--- src/rtl/pacing_pkg.sv ---
// Shared definitions for the pacing scheduler: task-kind bit positions,
// default widths and the task record layout.
package pacing_pkg;

  localparam int KIND_W     = 3;
  localparam int KIND_EVENT = 0;
  localparam int KIND_PACE0 = 1;
  localparam int KIND_PACE1 = 2;

  localparam int DATA_W_DEF = 32;
  localparam int TS_W_DEF   = 32;

  typedef struct packed {
    logic [KIND_W-1:0]     kind;
    logic [DATA_W_DEF-1:0] data;
    logic [TS_W_DEF-1:0]   ts;
  } task_t;

  function automatic logic [KIND_W-1:0] make_kind(input logic ev,
                                                  input logic pace_0,
                                                  input logic pace_1);
    logic [KIND_W-1:0] kind;
    kind             = '0;
    kind[KIND_EVENT] = ev;
    kind[KIND_PACE0] = pace_0;
    kind[KIND_PACE1] = pace_1;
    return kind;
  endfunction

endpackage

--- src/rtl/sync_fifo.sv ---
// Count-based synchronous FIFO; a push into a full FIFO is accepted when a
// pop happens in the same cycle. Head reads as zero while empty.
module sync_fifo #(
  parameter int WIDTH = 8,
  parameter int DEPTH = 4
) (
  input  logic             clk,
  input  logic             rst,
  input  logic             i_push,
  input  logic [WIDTH-1:0] i_wdata,
  input  logic             i_pop,
  output logic [WIDTH-1:0] o_rdata,
  output logic             o_empty,
  output logic             o_full
);

  localparam int AW = $clog2(DEPTH);
  localparam int CW = AW + 1;

  logic [WIDTH-1:0] r_mem [DEPTH];
  logic [AW-1:0]    r_wr_ptr;
  logic [AW-1:0]    r_rd_ptr;
  logic [CW-1:0]    r_count;
  logic             w_push;
  logic             w_pop;

  assign o_empty = (r_count == '0);
  assign o_full  = (r_count == CW'(DEPTH));
  assign w_pop   = i_pop & ~o_empty;
  assign w_push  = i_push & (~o_full | w_pop);
  assign o_rdata = o_empty ? '0 : r_mem[r_rd_ptr];

  // NOTE: storage has no reset; pointers and count define which entries are live.
  always_ff @(posedge clk) begin
    if (w_push) r_mem[r_wr_ptr] <= i_wdata;
  end

  // NOTE: non-blocking assignments keep every register sampling pre-edge values.
  always_ff @(posedge clk) begin
    if (!rst) begin
      r_wr_ptr <= '0;
      r_rd_ptr <= '0;
      r_count  <= '0;
    end else begin
      if (w_push) r_wr_ptr <= r_wr_ptr + AW'(1);
      if (w_pop)  r_rd_ptr <= r_rd_ptr + AW'(1);
      case ({w_push, w_pop})
        2'b10:   r_count <= r_count + CW'(1);
        2'b01:   r_count <= r_count - CW'(1);
        default: r_count <= r_count;
      endcase
    end
  end

endmodule

--- src/rtl/pacing_scheduler.sv ---
// Merges pacing-clock edges and input events of one cycle into a single
// timestamped task and queues it for the stream-evaluation stage.
module pacing_scheduler
  import pacing_pkg::*;
#(
  parameter int DATA_W = 32,
  parameter int TS_W   = 32,
  parameter int DEPTH  = 4
) (
  input  logic              clk,
  input  logic              rst,
  input  logic              en,
  input  logic              div_0,
  input  logic              div_1,
  input  logic              ev_valid,
  input  logic [DATA_W-1:0] ev_data,
  output logic              task_valid,
  input  logic              task_ready,
  output logic [KIND_W-1:0] task_kind,
  output logic [DATA_W-1:0] task_data,
  output logic [TS_W-1:0]   task_ts,
  output logic              overflow
);

  localparam int WORD_W = KIND_W + DATA_W + TS_W;

  logic [TS_W-1:0]   r_ts;
  logic              r_prev_0;
  logic              r_prev_1;
  logic              r_overflow;
  logic              w_pace_0;
  logic              w_pace_1;
  logic [KIND_W-1:0] w_kind;
  logic              w_push;
  logic              w_pop;
  logic              w_full;
  logic              w_empty;
  logic [WORD_W-1:0] w_wdata;
  logic [WORD_W-1:0] w_rdata;

  assign w_pace_0 = div_0 & ~r_prev_0;
  assign w_pace_1 = div_1 & ~r_prev_1;
  assign w_kind   = make_kind(ev_valid, w_pace_0, w_pace_1);
  assign w_push   = en & (|w_kind);
  assign w_pop    = en & ~w_empty & task_ready;
  assign w_wdata  = {w_kind, (ev_valid ? ev_data : {DATA_W{1'b0}}), r_ts};

  always_ff @(posedge clk) begin
    if (!rst) begin
      r_ts       <= '0;
      r_prev_0   <= 1'b0;
      r_prev_1   <= 1'b0;
      r_overflow <= 1'b0;
    end else if (en) begin
      r_ts     <= r_ts + TS_W'(1);
      r_prev_0 <= div_0;
      r_prev_1 <= div_1;
      // A full queue only loses the task when the head is not leaving this cycle.
      if (w_push && w_full && !w_pop) r_overflow <= 1'b1;
    end
  end

  sync_fifo #(
    .WIDTH (WORD_W),
    .DEPTH (DEPTH)
  ) u_fifo (
    .clk     (clk),
    .rst     (rst),
    .i_push  (w_push),
    .i_wdata (w_wdata),
    .i_pop   (w_pop),
    .o_rdata (w_rdata),
    .o_empty (w_empty),
    .o_full  (w_full)
  );

  assign task_valid                       = ~w_empty;
  assign {task_kind, task_data, task_ts}  = w_rdata;
  assign overflow                         = r_overflow;

endmodule

--- config.mk ---
export PLATFORM = sky130hd
export DESIGN_NAME = pacing_scheduler
export DESIGN_NICKNAME = d
export VERILOG_FILES = /design/src/rtl/pacing_pkg.sv /design/src/rtl/sync_fifo.sv /design/src/rtl/pacing_scheduler.sv
export SDC_FILE = /design/constraint.sdc
export NUM_CORES = 1
export LEC_CHECK = 0
export CORE_MARGIN = 4
export CORE_UTILIZATION = 40
export DETAILED_ROUTE_END_ITERATION = 12
export HOLD_SLACK_MARGIN = 0.05
export PLACE_DENSITY = 0.62
export SETUP_SLACK_MARGIN = 0.4
export SLEW_MARGIN = 20
export SYNTH_ARGS = -nofsm -noshare
export SYNTH_HDL_FRONTEND = slang
export SYNTH_SLANG_ARGS = --single-unit
export TNS_END_PERCENT = 5
--- constraint.sdc ---
create_clock -name clk -period 10.32 [get_ports clk]
set_input_delay 2.064 -clock clk [delete_from_list [all_inputs] [get_ports clk]]
set_output_delay 2.064 -clock clk [all_outputs]
set_load 0.01 [all_outputs]
# After elaboration in Yosys (flattened, before gate mapping)
# Memory sizes are Yosys's and may differ from the RTL's. A register that Yosys moved wholly into a read port is not among the register bits.
# Index checks and enable logic that the tools add are counted.
[totals]
regBits = 42
output_inout_bits = 69
latchBits = 0
mem_bits_ro = 0
memories = 1
ram_bits = 268
inputBits = 39
[mem_list]
columns = ["memory", "depth", "word_bits", "rd", "rd_ports_with_merged_regs", "write_ports", "line", "text"]
rows = [
  ["u_fifo.r_mem", 4, 67, 1, 1, 1, "sync_fifo.sv:20", "logic [WIDTH-1:0] r_mem [DEPTH];"],
]
[classes]
multipliers = 0
eq_ne = 3
muxes = 7
add_sub_neg = 5
magnitude_cmp = 0
div = 0
reduce_logical = 7
shifts = 0
bitwise = 12
[ops]
columns = ["operator", "count"]
rows = [
  ["$mux 67", 1],
  ["$add 32x1->32 const B", 1],
  ["$mux 32", 1],
  ["$and 1x1->1", 7],
  ["$pmux 3 s2", 1],
  ["$add 2x1->2 const B", 2],
  ["$mux 2", 2],
  ["$not 1->1", 4],
  ["$add 3x1->3 const B", 1],
  ["$eq 3x3->1 const B", 1],
  ["$logic_not 3->1", 1],
  ["$reduce_or 3->1", 1],
  ["$sub 3x1->3 const B", 1],
  ["$eq 2x1->1 const B", 1],
  ["$eq 2x2->1 const B", 1],
  ["$logic_and 1x1->1", 2],
  ["$mux 1", 2],
  ["$reduce_and 2->1", 1],
  ["$reduce_bool 2->1", 1],
  ["$logic_not 1->1", 1],
  ["$or 1x1->1", 1],
]

# Logic depth before layout (Yosys ltp)
[logic_depth]
ltp_word = 9
mapped_depth = 8

# Modules after synthesis
# A second synthesis with hierarchy kept.
[hier_totals]
cells_unflattened = 718
hier_area_um2 = 12592.1
[modules_own_cells]
columns = ["module", "cells_each", "instances", "area_per_inst_um2"]
rows = [
  ["sync_fifo", 492, 1, 10731.5],
  ["pacing_scheduler", 226, 1, 1860.5],
]

# Worst setup path after synthesis
# OpenSTA, ideal clock, no wires.
[synth_path]
kind = "input-to-reg"
startpoint = "input port en"
endpoint = "memory u_fifo.r_mem[0][0] (netlist bit) (enable)"
path_slack_ns = 5.532
path_stages = 4
t_arrival_ns = 4.356
setup_time_ns = 0.432
required_ns = 9.888
path_cell_list = "buf_2 inv_1 a311oi_2 and2_1"
[synth_via]
elab_chain_len = 7
[synth_lines]
columns = ["element", "line", "text"]
rows = [
  ["start, declared", "pacing_scheduler.sv:12", "input logic en,"],
  ["$and 1x1->1 (2 in series)", "pacing_scheduler.sv:45", "assign w_pop = en & ~w_empty & task_ready;"],
  ["$and 1x1->1", "sync_fifo.sv:29", "assign w_pop = i_pop & ~o_empty;"],
  ["$or 1x1->1", "sync_fifo.sv:30", "assign w_push = i_push & (~o_full | w_pop);"],
  ["$and 1x1->1 (*)", "sync_fifo.sv:30", ""],
  ["$mux 1 (*)", "sync_fifo.sv:35", "if (w_push) r_mem[r_wr_ptr] <= i_wdata;"],
  ["$mux 1 (implied by the code) (*)", "sync_fifo.sv:35", ""],
  ["end, declared", "sync_fifo.sv:20", ""],
]
# Mark *: on every way between the ends. The rest lies on a longest branch, timed or not.

==> out/results.ini <==
[setup_path]
rr_startpoint = u_fifo.r_count[0]
r2r_cells = 4
cp.arrival_ns = 3.36
worst_setup_path_start_kind = flop
rr_endpoint = u_fifo.r_mem[1][59]
crit_path_end_kind = primary output
cp.required_ns = 8.26
ff2ff_setup_slack_ns = 7.60
crit_end = task_ts[6]
crit_type = reg -> out
crit_fanout = 40

[global_routing]
met2_usage_pct = 23.42
grt_max_degree = 68
grt-busiest-layer = met2
grt_overflow = 0
grt_pass1_wl_um = 38560
grt_pass1_vias = 6767
grt_util_met3_pct = 2.435
track_usage_pct = 14.37
gr-usage-met1_pct = 20.63
antenna_found_initial = 1

[die]
die_y_um = 184.9
rows = 64
initial_core_util_pct = 40.72
ios = 108
die_w_um = 184.9
core_area_um2 = 30750
die-area_um2 = 34200

[logic_synthesis]
synthFlopType = edfxtp_1
yosysWarnings = 0
yosys.area.top_type = edfxtp_1
syn_inst = 712
synth.most_common_cell = edfxtp_1
synth_seq_cells = 312
syn-cell-area_um2 = 12520
netlist_top_cells_count = 268 x edfxtp_1, 107 x and2_1, 67 x mux4_2, 44 x dfxtp_1, 21 x a21oi_1
synth_cell_types = 44
synth_edf_count = 268
syn_area_per_cell_um2 = 17.59
ys_seq_area_share_pct = 71.30
synth_top_area_share_pct = 64.27
syn_nets = 757
synth-async-reset-ratio_pct = 0
synth_area_leaders = edfxtp_1 64%, mux4_2 12%, dfxtp_1 7.0%, and2_1 5.3%, a21oi_1 0.84%

[sta]
clock_skew_ns = 0.01398
worst_pin_slew_ns = 0.8395
fin_setup_tns_ns = 0
finalCritPeriodShare_pct = 52.59
max_freq_ghz = 0.1843
post-route-min-period_ns = 5.427
hold_viol_final = 0
rsz0062_at_grt = no
fin_ws_ns = 4.893
final-setup-viol-count = 0
slew_headroom_pct = 44.04
drv_slew = 0
hold-worst-slack_ns = 0.4842

[cells_and_area]
syn_to_final_growth_pct = 19.61
drive_gt1_share_pct = 15.92
final_nets = 870
fin_cells = 1245

[clocking]
clockBufferDepth = 3
ctsHoldBuffers = 0
ctsResizeCount = 0
clk_pin_slew_worst_paths_ns = 0.06
tritoncts = yes
clockRootBuffer = clkbuf_16
cts_buffers = 31
post_cts.repair.setup_buffers = 0
cts_sinks = 312
insertion_delay_ns = 0.55
htreeDepth = 1

[pwr]
powerDensity_nw_per_um2 = 186.6
power_mw = 2.795
total_leakage_power_nw = 4.795
ir_drop_v = 0.0001159

[detailed_routing]
drcViolationCount = 0
viasPerCell = 5.186
antenna_left = 0
dr_total_vias = 6457
dr.pass1.iters = 4
routedWlPerCell_um = 19.64
wirelength_um = 24450
drtIter0Drc = 462

[placed_design]
globalplace.congestion = 0.7007
dp_hpwl_um = 14010
port_buffers = 107
dp.cells = 1187
pre_cts_ws_ns = 5.056

[flow_run]
cap_viol_max_count = 0

[worst_hold_path]
hp-class = reg -> reg

[outcome]
status = completed

[layout by cell type (no fill, tap or decap), types with 15 or more instances in the layout]
cell,n
nor2_1,20
a21oi_1,21
dfxtp_1,42
edfxtp_1,268
mux4_2,67
nand2_1,15
and2_1,103
inv_1,15
clkdlybuf4s50_1,107
clkbuf_16,32
[critical path, stage by stage (launching register included)]
cell and delay (ns):
dfxtp_4 0.74, buf_4 0.76, mux4_2 0.60, and2_1 0.19, clkdlybuf4s50_1 0.49
[kinds of logic after synthesis]
logic type | synth area share, %
buffers and inverters | 1.868
multiplexers | 12.69
AO/OA/AOI/OAI | 2.258
flip-flops | 71.30
adder cells (fa/ha/maj) | 0.6595
AND/OR/NAND/NOR | 10.24
XOR/XNOR | 0.9792
[layout make-up]
class	count	area (um^2)
well taps	396	495.5
multi-input cells	349	3371
fillers	2602	15770
diodes	1	2.502
repair buffers	116	1159
inverters	15	56.30
clock buffers	44	875.8
flip-flops and latches	312	8936
clock inverters	12	82.58
[metrics by stage]
stage,instance area [um^2],util [%]
2_1_floorplan,12520,-
3_3_place_gp,13990,45.50
3_5_place_dp,13990,45.50
4_1_cts,14950,48.61
5_1_grt,14980,48.71
6_report,14980,48.71
[how the worst min path moves through the flow]
stage	depth (start not counted)	slack, ns	to	start
after floorplan	2	0.45	r_prev_0	r_prev_0
final	2	0.48	r_prev_0	r_prev_0
after global routing	2	0.52	r_prev_0	r_prev_0
after detailed placement	2	0.48	r_prev_0	r_prev_0
after global placement	2	0.47	r_prev_1	r_prev_1
after CTS	2	0.49	r_prev_0	r_prev_0
[registers in the layout (all words and copies together) (netlist names), named ones only]
name             flops
u_fifo.r_rd_ptr      2
u_fifo.r_mem       268
r_prev_0             1
u_fifo.r_count       3
u_fifo.r_wr_ptr      2
r_ts                32
overflow             1
r_prev_1             1
[routing by layer]
metal	part of all wire, %	vias to the layer above
met4	1.5	0
met1	46	3293
met2	48	136
li1	-	3001
met5	0	-
met3	4.8	27
[power by group]
group | switching [mW] | total (mW) | internal, mW
sequential | 0.0212 | 1.44 | 1.42
combinational | 0.140 | 0.300 | 0.160
clock | 0.441 | 1.05 | 0.611
total | 0.602 | 2.79 | 2.19
Power figures use the tool's default switching activity.
